**config.mk**
```make
export PLATFORM = sky130hd
export DESIGN_NAME = afe_config_sequencer
export DESIGN_NICKNAME = d
export VERILOG_FILES = /design/src/rtl/afe_config_sequencer.sv
export SDC_FILE = /design/constraint.sdc
export NUM_CORES = 1
export LEC_CHECK = 0
export CORE_MARGIN = 1.5
export CORE_UTILIZATION = 45
export CTS_BUF_LIST = sky130_fd_sc_hd__clkbuf_2
export CTS_CLUSTER_SIZE = 30
export DETAILED_ROUTE_END_ITERATION = 10
export PLACE_DENSITY = 0.69
export SETUP_SLACK_MARGIN = 0.02
export SYNTH_ARGS = -nofsm -noshare
export SYNTH_HDL_FRONTEND = slang
export SYNTH_SLANG_ARGS = --single-unit
```
**constraint.sdc**
```tcl
create_clock -name clk -period 5.9 [get_ports clk]
set_input_delay 1.475 -clock clk [delete_from_list [all_inputs] [get_ports clk]]
set_output_delay 1.475 -clock clk [all_outputs]
set_load 0.02 [all_outputs]
```
**src/rtl/afe_config_sequencer.sv**
```systemverilog
// AFE configuration sequencer: walks the command ROM from address 0 and runs
// 3-wire serial register writes, delays and an end marker.
module afe_config_sequencer #(
   parameter int unsigned CLK_DIV    = 4,
   parameter int unsigned GAP_CYCLES = 8
) (
   input  logic        clk,
   input  logic        reset,
   input  logic        start,
   output logic [7:0]  rom_address,
   input  logic [23:0] rom_command,
   output logic        spi_sclk,
   output logic        spi_sen_n,
   output logic        spi_sdata,
   output logic        busy,
   output logic        done
);

   localparam int unsigned ADDR_W = 8;
   localparam int unsigned CMD_W  = 24;
   localparam int unsigned DIV_W  = 8;
   localparam int unsigned BIT_W  = 5;
   localparam int unsigned DLY_W  = 16;
   localparam int unsigned GAP_W  = (GAP_CYCLES > 1) ? $clog2(GAP_CYCLES) : 1;

   localparam logic [DIV_W-1:0]  DIV_LAST  = DIV_W'(CLK_DIV - 1);
   localparam logic [GAP_W-1:0]  GAP_LAST  = GAP_W'(GAP_CYCLES - 1);
   localparam logic [BIT_W-1:0]  BIT_FIRST = BIT_W'(CMD_W - 1);
   localparam logic [ADDR_W-1:0] ADDR_LAST = ADDR_W'(255);
   localparam logic [7:0]        OP_END    = 8'hFF;
   localparam logic [7:0]        OP_DELAY  = 8'hFE;

   localparam logic [3:0] S_IDLE   = 4'd0;
   localparam logic [3:0] S_FETCH  = 4'd1;
   localparam logic [3:0] S_WAIT   = 4'd2;
   localparam logic [3:0] S_DECODE = 4'd3;
   localparam logic [3:0] S_SHIFT  = 4'd4;
   localparam logic [3:0] S_HOLD   = 4'd5;
   localparam logic [3:0] S_GAP    = 4'd6;
   localparam logic [3:0] S_DELAY  = 4'd7;
   localparam logic [3:0] S_DONE   = 4'd8;

   logic [3:0]        state, state_d;
   logic [ADDR_W-1:0] addr_d;
   logic              sclk_d, sen_n_d, sdata_d, busy_d, done_d;
   logic [CMD_W-1:0]  shreg, shreg_d;
   logic [DIV_W-1:0]  div_cnt, div_d;
   logic [BIT_W-1:0]  bit_cnt, bit_d;
   logic [GAP_W-1:0]  gap_cnt, gap_d;
   logic [DLY_W-1:0]  dly_cnt, dly_d;
   logic              ready;
   logic              advance;

   // ready blocks a start sampled on the first edge after reset release
   always_ff @(posedge clk or posedge reset) begin
      if (reset) begin
         state       <= S_IDLE;
         rom_address <= '0;
         spi_sclk    <= 1'b0;
         spi_sen_n   <= 1'b1;
         spi_sdata   <= 1'b0;
         busy        <= 1'b0;
         done        <= 1'b0;
         shreg       <= '0;
         div_cnt     <= '0;
         bit_cnt     <= '0;
         gap_cnt     <= '0;
         dly_cnt     <= '0;
         ready       <= 1'b0;
      end else begin
         state       <= state_d;
         rom_address <= addr_d;
         spi_sclk    <= sclk_d;
         spi_sen_n   <= sen_n_d;
         spi_sdata   <= sdata_d;
         busy        <= busy_d;
         done        <= done_d;
         shreg       <= shreg_d;
         div_cnt     <= div_d;
         bit_cnt     <= bit_d;
         gap_cnt     <= gap_d;
         dly_cnt     <= dly_d;
         ready       <= 1'b1;
      end
   end

   // Next-state and next-output logic; every output is the registered copy.
   always_comb begin
      state_d = state;
      addr_d  = rom_address;
      sclk_d  = spi_sclk;
      sen_n_d = spi_sen_n;
      sdata_d = spi_sdata;
      busy_d  = busy;
      done_d  = done;
      shreg_d = shreg;
      div_d   = div_cnt;
      bit_d   = bit_cnt;
      gap_d   = gap_cnt;
      dly_d   = dly_cnt;
      advance = 1'b0;

      case (state)
         S_IDLE, S_DONE: begin
            if (start && ready) begin
               state_d = S_FETCH;
               addr_d  = '0;
               busy_d  = 1'b1;
               done_d  = 1'b0;
            end
         end
         S_FETCH: state_d = S_WAIT;
         S_WAIT:  state_d = S_DECODE;
         S_DECODE: begin
            shreg_d = rom_command;
            if (rom_command[23:16] == OP_END) begin
               state_d = S_DONE;
               busy_d  = 1'b0;
               done_d  = 1'b1;
            end else if (rom_command[23:16] == OP_DELAY) begin
               if (rom_command[15:0] == '0) begin
                  advance = 1'b1;
               end else begin
                  dly_d   = rom_command[15:0];
                  state_d = S_DELAY;
               end
            end else begin
               state_d = S_SHIFT;
               sen_n_d = 1'b0;
               sclk_d  = 1'b0;
               sdata_d = rom_command[CMD_W-1];
               div_d   = '0;
               bit_d   = BIT_FIRST;
            end
         end
         // Low half then high half of each bit; data moves on the falling edge
         S_SHIFT: begin
            if (div_cnt == DIV_LAST) begin
               div_d = '0;
               if (!spi_sclk) begin
                  sclk_d = 1'b1;
               end else begin
                  sclk_d = 1'b0;
                  if (bit_cnt == '0) begin
                     state_d = S_HOLD;
                  end else begin
                     bit_d   = bit_cnt - BIT_W'(1);
                     sdata_d = shreg[CMD_W-2];
                     shreg_d = {shreg[CMD_W-2:0], 1'b0};
                  end
               end
            end else begin
               div_d = div_cnt + DIV_W'(1);
            end
         end
         S_HOLD: begin
            if (div_cnt == DIV_LAST) begin
               state_d = S_GAP;
               sen_n_d = 1'b1;
               sdata_d = 1'b0;
               gap_d   = '0;
            end else begin
               div_d = div_cnt + DIV_W'(1);
            end
         end
         S_GAP: begin
            if (gap_cnt == GAP_LAST) advance = 1'b1;
            else                     gap_d   = gap_cnt + GAP_W'(1);
         end
         S_DELAY: begin
            if (dly_cnt == DLY_W'(1)) advance = 1'b1;
            else                      dly_d   = dly_cnt - DLY_W'(1);
         end
         default: state_d = S_IDLE;
      endcase

      // Step to the next command, stopping after the last ROM address
      if (advance) begin
         if (rom_address == ADDR_LAST) begin
            state_d = S_DONE;
            busy_d  = 1'b0;
            done_d  = 1'b1;
         end else begin
            addr_d  = rom_address + ADDR_W'(1);
            state_d = S_FETCH;
         end
      end
   end

endmodule

```
==> results by group, run 1 <==
Run status
  • Status: finished, violations left
  • Violations in the final reports: design-rule violations

Synthesis
  • Share of synthesized area occupied by flip-flops and latches: 44.4%
  • Main synth FF type: dfrtp_1
  • Cell types with the largest area share after synthesis: dfrtp_1, mux2i_1, a21oi_1
  • YS warnings: 0
  • Cell taking the most area after synthesis: dfrtp_1
  • Syn Std Cell Area: 4120 sq um
  • Post-synth EDFFs: 0
  • Post-synth top area share: between 40% and 50%
  • Post-synthesis instance total: roughly 440
  • Proportion of synthesized flip-flops having asynchronous set or reset: 100%
  • Post-Syn Area per Cell: 9.27 sq um
  • Net count after synthesis: 479
  • Synth cell types: 67
  • Synthesis-stage register bit count: between 70 and 80

Clock tree
  • Sink count of the clock tree: 73
  • Count of buffers added by post-CTS timing repair for setup: 0
  • CTS resizes: 0
  • CTS tree: built
  • Number of buffers inserted during clock tree synthesis: 9
  • Register clock-pin slew on the reported worst setup and hold paths: about 0.21 ns
  • Hold buffer count at CTS: 0
  • Clock root buffer: clkbuf_2
  • Deepest clock path buffer count: 2
  • Worst skew pair latency: approximately 0.50 ns
  • H-tree level count: 3

Power and ir drop
  • Switching share of total power: a little over two fifths
  • Proportion of power drawn by the clock network: between 10 and 15%
  • Power per unit of standard cell area: 465 nW/um^2
  • Net switching power figure: 0.920 mW
  • Maximum VDD drop: 254 uV
  • Lkg Pwr: ~1.9 nW
  • Internal power: 1.27 mW
  • Logic gate share of total power: a little over two fifths
  • Sequential share of power: 41.7%

Final layout
  • Total inserted antenna cells: 0
  • Number of nets in the finished design: 511
  • Share of final-layout standard cells stronger than drive strength 1: 7.28%
  • Filler cell count: roughly 810
  • Area grow syn2layout: 14.4%
  • Post-route insts no fill: 589
  • Most frequent cells in the layout: dfrtp_1, nor2_1, a21oi_1
  • Share of the core filled with cells: between 50% and 60%
  • Most common cell after layout, fill and taps aside: dfrtp_1

Die
  • Die Width: roughly 100 um
  • Die boundary height: between 90 and 100 um
  • Area of the die: around 9700 sq um
  • Number of placement rows: 34
  • Number of top-level design ports: 40
  • Floorplan core area: approximately 8800 sq um
  • Initial Utilization: 46.8%

Global routing
  • Via count of the first global-routing pass: 3285
  • Largest net degree at the start of global routing: 46
  • Global-route wire length before repair: about 16000 um
  • Congestion Overflow GR: 0
  • Global routing usage summed across all routing layers: about a fifth
  • Number of antenna violations at the first check in global routing: 0

Timing
  • Relative slew slack: between 20% and 30%
  • Maximum operating frequency: approximately 280 MHz
  • Minimum clock period after layout: between 3 and 4 ns
  • Hold violation count in the final report: 0
  • Final period utilization: about three fifths
  • Slew at the pin with the worst max-slew slack: approximately 1.2 ns
  • Unrepaired setup endpoints after global routing: false
  • Final Skew: ~0.024 ns
  • Final setup violation count: 0
  • Pins Over Slew Limit: 0
  • Final TNS setup: 0 ns

Setup path
  • Critical register-to-register path endpoint: rom_address[4]$_DFF_PP0_
  • Worst r2r path cells: 5
  • End of the critical path: dly_cnt[6]$_DFFE_PP0P_
  • Classification of the worst setup path: input pin to flip-flop
  • Startpoint of the worst-slack reg-to-reg timing path: state[0]$_DFFE_PP0P_
  • Category of the worst setup path capture point: flip-flop
  • CP startpoint kind: input pin
  • Largest fanout on the critical path: 17
  • Worst path required time: about 6.3 ns
  • CP startpoint: rom_command[4]
  • Data arrival time of the worst path: 4.00 ns
  • Setup slack of the worst register-to-register path: roughly 3 ns

Place
  • Last weighted congestion value of the routability-driven placer: roughly 0.84
  • Post-detail-place hpwl: around 6800 um
  • Total placed cells including tap cells: between 500 and 600
  • Quantity of I/O buffers inserted on ports: 39

Routing
  • Average wire per cell in the routed design: 16.4 um
  • Antenna-violating nets left: 0
  • Routed wire length: between 9000 and 10000 um
  • DRC violation total after the first TritonRoute iteration: approximately 220
  • Via count: roughly 3500
  • DR vias/cell: ~6
  • Detailed-routing iteration count for the pre-antenna-repair pass: 10
  • Final routed DRC violation total: 2

Flow run
  • Max cap viols: 0

Min path
  • Type of the tightest min-delay check: flip-flop to flip-flop
power groups by stage:
| stage | Sequential, mW | Clock (mW) | Combinational (mW) |
|---|---|---|---|
| detailed placement | 0.922 | 0 | 0.959 |
| CTS | 0.912 | 0.328 | 0.963 |
| floorplan | 0.899 | 0 | 0.711 |
| finish | 0.915 | 0.319 | 0.958 |
| global route | 0.950 | 0.350 | 1.08 |
| global placement | 0.915 | 0 | 0.929 |
cell usage after synthesis, drive strengths merged (3+ instances only):
| cell | count |
|---|---|
| a211oi | 4 |
| a21o | 4 |
| a21oi | 48 |
| a22o | 5 |
| a22oi | 3 |
| a31oi | 5 |
| and2 | 5 |
| and3 | 3 |
| buf | 11 |
| clkbuf | 10 |
| dfrtp | 72 |
| ha | 8 |
| inv | 16 |
| mux2 | 5 |
| mux2i | 25 |
| nand2 | 32 |
| nand3 | 12 |
| nand4 | 7 |
| nor2 | 50 |
| nor3 | 13 |
| nor4 | 10 |
| nor4b | 4 |
| o211ai | 3 |
| o21a | 4 |
| o21ai | 22 |
| o22a | 5 |
| o22ai | 3 |
| o31ai | 4 |
| or4 | 6 |
| xnor2 | 4 |
stage by stage:
stage,setup WS (ns),hold slack (ns),cell area [sq um],power [mW]
floorplan,2.57,0.470,4120,1.61
global placement,1.91,0.487,4580,1.84
detailed placement,1.79,0.493,4580,1.88
CTS,2.34,0.530,4710,2.20
global route,1.96,0.555,4710,2.38
finish,2.32,0.522,4710,2.19
flip-flops by register name, summed over array words and instances (netlist names), 3 cells and up:
| name | count |
|---|---|
| dly_cnt | 16 |
| gap_cnt | 3 |
| shreg | 23 |
| bit_cnt | 5 |
| state | 4 |
| rom_address | 8 |
| div_cnt | 8 |
cells by family (layout without fill, tap and decap cells):
logic type	count (synthesis)	after routing	synth area share [%]
flops	73	73	44.4
buf+inv	37	74	3.77
other cells	1	1	0.0911
mux	30	30	7.44
compound gates	132	132	20.9
xor+xnor	6	6	1.28
fa+ha+maj	9	9	2.67
simple gates	156	156	19.4
final cells by class:
type                       count  area (sq um)  share of cell area, %
multi-input combinational    334          2140                   45.5
sequential                    73          1830                   38.8
timing repair buffer          42           413                   8.77
tap                          108           135                   2.87
clock inverter                 7          85.1                   1.81
inverter                      16          60.1                   1.28
clock buffer                   9          45.0                  0.956
worst min path at each step:
stage                                      start                endpoint  depth (start not counted)
after global placement    gap_cnt[1]$_DFFE_PP0P_  gap_cnt[1]$_DFFE_PP0P_                          1
after floorplan           gap_cnt[1]$_DFFE_PP0P_  gap_cnt[1]$_DFFE_PP0P_                          1
after detailed placement  gap_cnt[1]$_DFFE_PP0P_  gap_cnt[1]$_DFFE_PP0P_                          1
after global routing      gap_cnt[1]$_DFFE_PP0P_  gap_cnt[1]$_DFFE_PP0P_                          1
after CTS                  spi_sen_n$_DFFE_PP1P_   spi_sen_n$_DFFE_PP1P_                          2
final                      spi_sen_n$_DFFE_PP1P_   spi_sen_n$_DFFE_PP1P_                          2
layer usage:
metal,global-route usage [%],share of wire (%),vias to the layer above
li1,-,-,1723
met1,31.4,50,1693
met2,31.2,45,71
met3,2.41,4.1,14
met4,7.36,1.6,0
met5,0,0,-
critical path: stages:
cell             delay, ns
clkdlybuf4s50_1       0.45
nor4_1                0.46
nand4_1               0.31
a22oi_1               0.96
o21ai_0               0.23
o21ai_0               0.12
Power figures use the tool's default switching activity.
==> inputs of run 2 (changes only) <==
PLACE_DENSITY = 0.72   (was 0.69)
clock period = 3.1 ns   (was 5.9 ns; I/O delays follow)
==> run 2 against run 1 <==
Against the previous run: the run now ends clean; first-iteration DRC count grew 15%; via count increased by 2.0%; count of clock-buffer cells in the layout unchanged; clock power increased by 61%; final area up 1.2%; routed wire length is 1.9% higher.
==> results by group, run 2 (synthesis results as in run 1) <==
Setup path
  • Worst path required time: ~2.3 ns
  • Family with the most delay on the worst path: buffers and inverters
  • Category of the worst setup path capture point: primary output
  • Worst r2r path cells: 6
  • Startpoint of the worst-slack reg-to-reg timing path: state[0]$_DFFE_PP0P_
  • CP startpoint kind: flip-flop
  • Critical Path, Cell by Cell: clkdlybuf4s50_1
  • Sum of buffers and inverters on the critical path: 1
  • Setup slack of the worst register-to-register path: approximately 0.66 ns
  • Critical register-to-register path endpoint: state[0]$_DFFE_PP0P_
  • Largest fanout on the critical path: 6
  • Critical-path cell with the highest stage delay: clkdlybuf4s50_1
  • Classification of the worst setup path: flip-flop to primary output
  • Critical Path Max Stage Delay: between 0.6 and 0.7 ns
  • Data arrival time of the worst path: between 1.5 and 2 ns

Die
  • Floorplan core area: slightly below 9000 sq um
  • Die Width: between 90 and 100 um
  • Area of the die: between 9000 and 10000 sq um
  • Initial Utilization: a little under half
  • Die boundary height: ~100 um
  • Number of top-level design ports: 40
  • Number of placement rows: 34

Power and ir drop
  • Maximum VDD drop: 393 uV
  • Lkg Pwr: ~1.9 nW
  • Sum of internal, switching and leakage power: just over 4 mW
  • Power per unit of standard cell area: 870 nW/um^2

Clock tree
  • Clock root buffer: clkbuf_2
  • CTS tree: built
  • Sink count of the clock tree: 73
  • Register clock-pin slew on the reported worst setup and hold paths: ~0.22 ns
  • Number of buffers inserted during clock tree synthesis: 9
  • Count of buffers added by post-CTS timing repair for setup: 0
  • H-tree level count: 3
  • Hold buffer count at CTS: 0
  • CTS resizes: 0
  • Deepest clock path buffer count: 2
  • Worst skew pair latency: around 0.56 ns

Place
  • Quantity of I/O buffers inserted on ports: 39
  • Worst-case setup slack after placement: ~0.12 ns
  • Last weighted congestion value of the routability-driven placer: 0.874
  • Total placed cells including tap cells: between 500 and 600
  • Post-detail-place hpwl: ~7200 um
  • Instance area after placement: around 4700 sq um

Timing
  • Slew at the pin with the worst max-slew slack: a little over 0.7 ns
  • Pins Over Slew Limit: 0
  • Worst Slack Setup Final: about 0.62 ns
  • Relative slew slack: 52.5%
  • Final setup violation count: 0
  • Min Hold Slack: 0.528 ns
  • Maximum operating frequency: between 400 and 500 MHz
  • Final Skew: 0.0524 ns
  • Unrepaired setup endpoints after global routing: false
  • Hold violation count in the final report: 0
  • Final period utilization: roughly 80%
  • Minimum clock period after layout: ~2.5 ns
  • Final TNS setup: 0 ns

Global routing
  • GR Layer Usage met2: roughly 33%
  • Number of antenna violations at the first check in global routing: 0
  • Global routing usage summed across all routing layers: approximately a fifth
  • Met3 capacity usage during global routing: 4.11%
  • Global-route wire length before repair: between 15000 and 20000 um
  • Largest net degree at the start of global routing: 46
  • Top Usage Layer GRT: met2
  • Global-route met1 utilization: 30.0%
  • Via count of the first global-routing pass: 3497
  • Congestion Overflow GR: 0

Flow run
  • Max cap viols: 0

Final layout
  • Most frequent cells in the layout: dfrtp_1, nor2_1, a21oi_1
  • Area grow syn2layout: 15.8%
  • Area of combinational cells with multiple inputs: between 2000 and 2500 sq um
  • Number of flip-flops under the largest register name: 23
  • Registers with the most flip-flops: shreg: 23 flops, dly_cnt: 16 flops
  • Share of the core filled with cells: 54.1%
  • Filler cell count: approximately 810
  • Number of nets in the finished design: 517
  • Register containing the most flip-flops in the final layout: shreg
  • Share of final-layout standard cells stronger than drive strength 1: between 8 and 9%
  • Most common cell after layout, fill and taps aside: dfrtp_1
  • Post-route insts no fill: a little under 600
  • Fin area: ~4800 sq um
  • Total inserted antenna cells: 0
  • Sequential Area: roughly 1800 sq um

Routing
  • Average wire per cell in the routed design: 16.5 um
  • Antenna-violating nets left: 0
  • Final routed DRC violation total: 0
  • Routed wire length: a little under 10000 um
  • Via count: 3571
  • DR vias/cell: 6.00
  • DRC violation total after the first TritonRoute iteration: ~250
  • Detailed-routing iteration count for the pre-antenna-repair pass: 6

Min path
  • Hold-critical path depth: 2
  • Type of the tightest min-delay check: flip-flop to flip-flop
  • Startpoint of the tightest hold check path: spi_sen_n$_DFFE_PP1P_
  • Hold Path Sink: spi_sen_n$_DFFE_PP1P_

Run status
  • Status: complete, no violations
## run 2: changes by cell type in the layout (fill, tap and decap cells not counted)
cell        change
clkinv_2        -2
clkinv_1        -2
inv_8           +1
buf_12          +3
buf_4           +3
clkinv_4        +1
inv_6           +3
clkinvlp_4      +1
bufinv_16       -2
## run 2: tightest hold or removal path: cells and delay by family (launching register included)
family	cells	cell delay [ns]
compound gates	2	0.12
flops	1	0.42
## run 2: layer usage
metal | wire, um | vias up
li1 | - | 1743
met5 | 0 | -
met3 | 537 | 12
met1 | 4720 | 1729
met4 | 152 | 0
met2 | 4440 | 87
## run 2: final cells by class
cell class	count	area share [%]
clock inverters	7	1.29
multi-input cells	334	44.9
inverters	16	1.26
repair buffers	48	10.4
well taps	108	2.83
flip-flops and latches	73	38.3
clock buffers	9	0.945
## run 2: power by group
part	switching, mW	internal, mW	leakage [nW]
combinational	1.02	0.869	1.00
sequential	0.411	1.33	0.847
clock	0.394	0.121	0.0614
## run 2: worst max path at each step
stage	from	end	slack (ns)	cells after the start
5_1_grt	spi_sen_n$_DFFE_PP1P_	spi_sen_n	0.53	1
3_5_place_dp	rom_command[12]	state[0]$_DFFE_PP0P_	0.12	6
2_1_floorplan	reset	bit_cnt[0]$_DFFE_PP0P_	0.47	1
4_1_cts	spi_sen_n$_DFFE_PP1P_	spi_sen_n	0.58	1
3_3_place_gp	rom_command[15]	state[0]$_DFFE_PP0P_	0.16	6
6_report	rom_address[4]$_DFF_PP0_	rom_address[4]	0.62	1
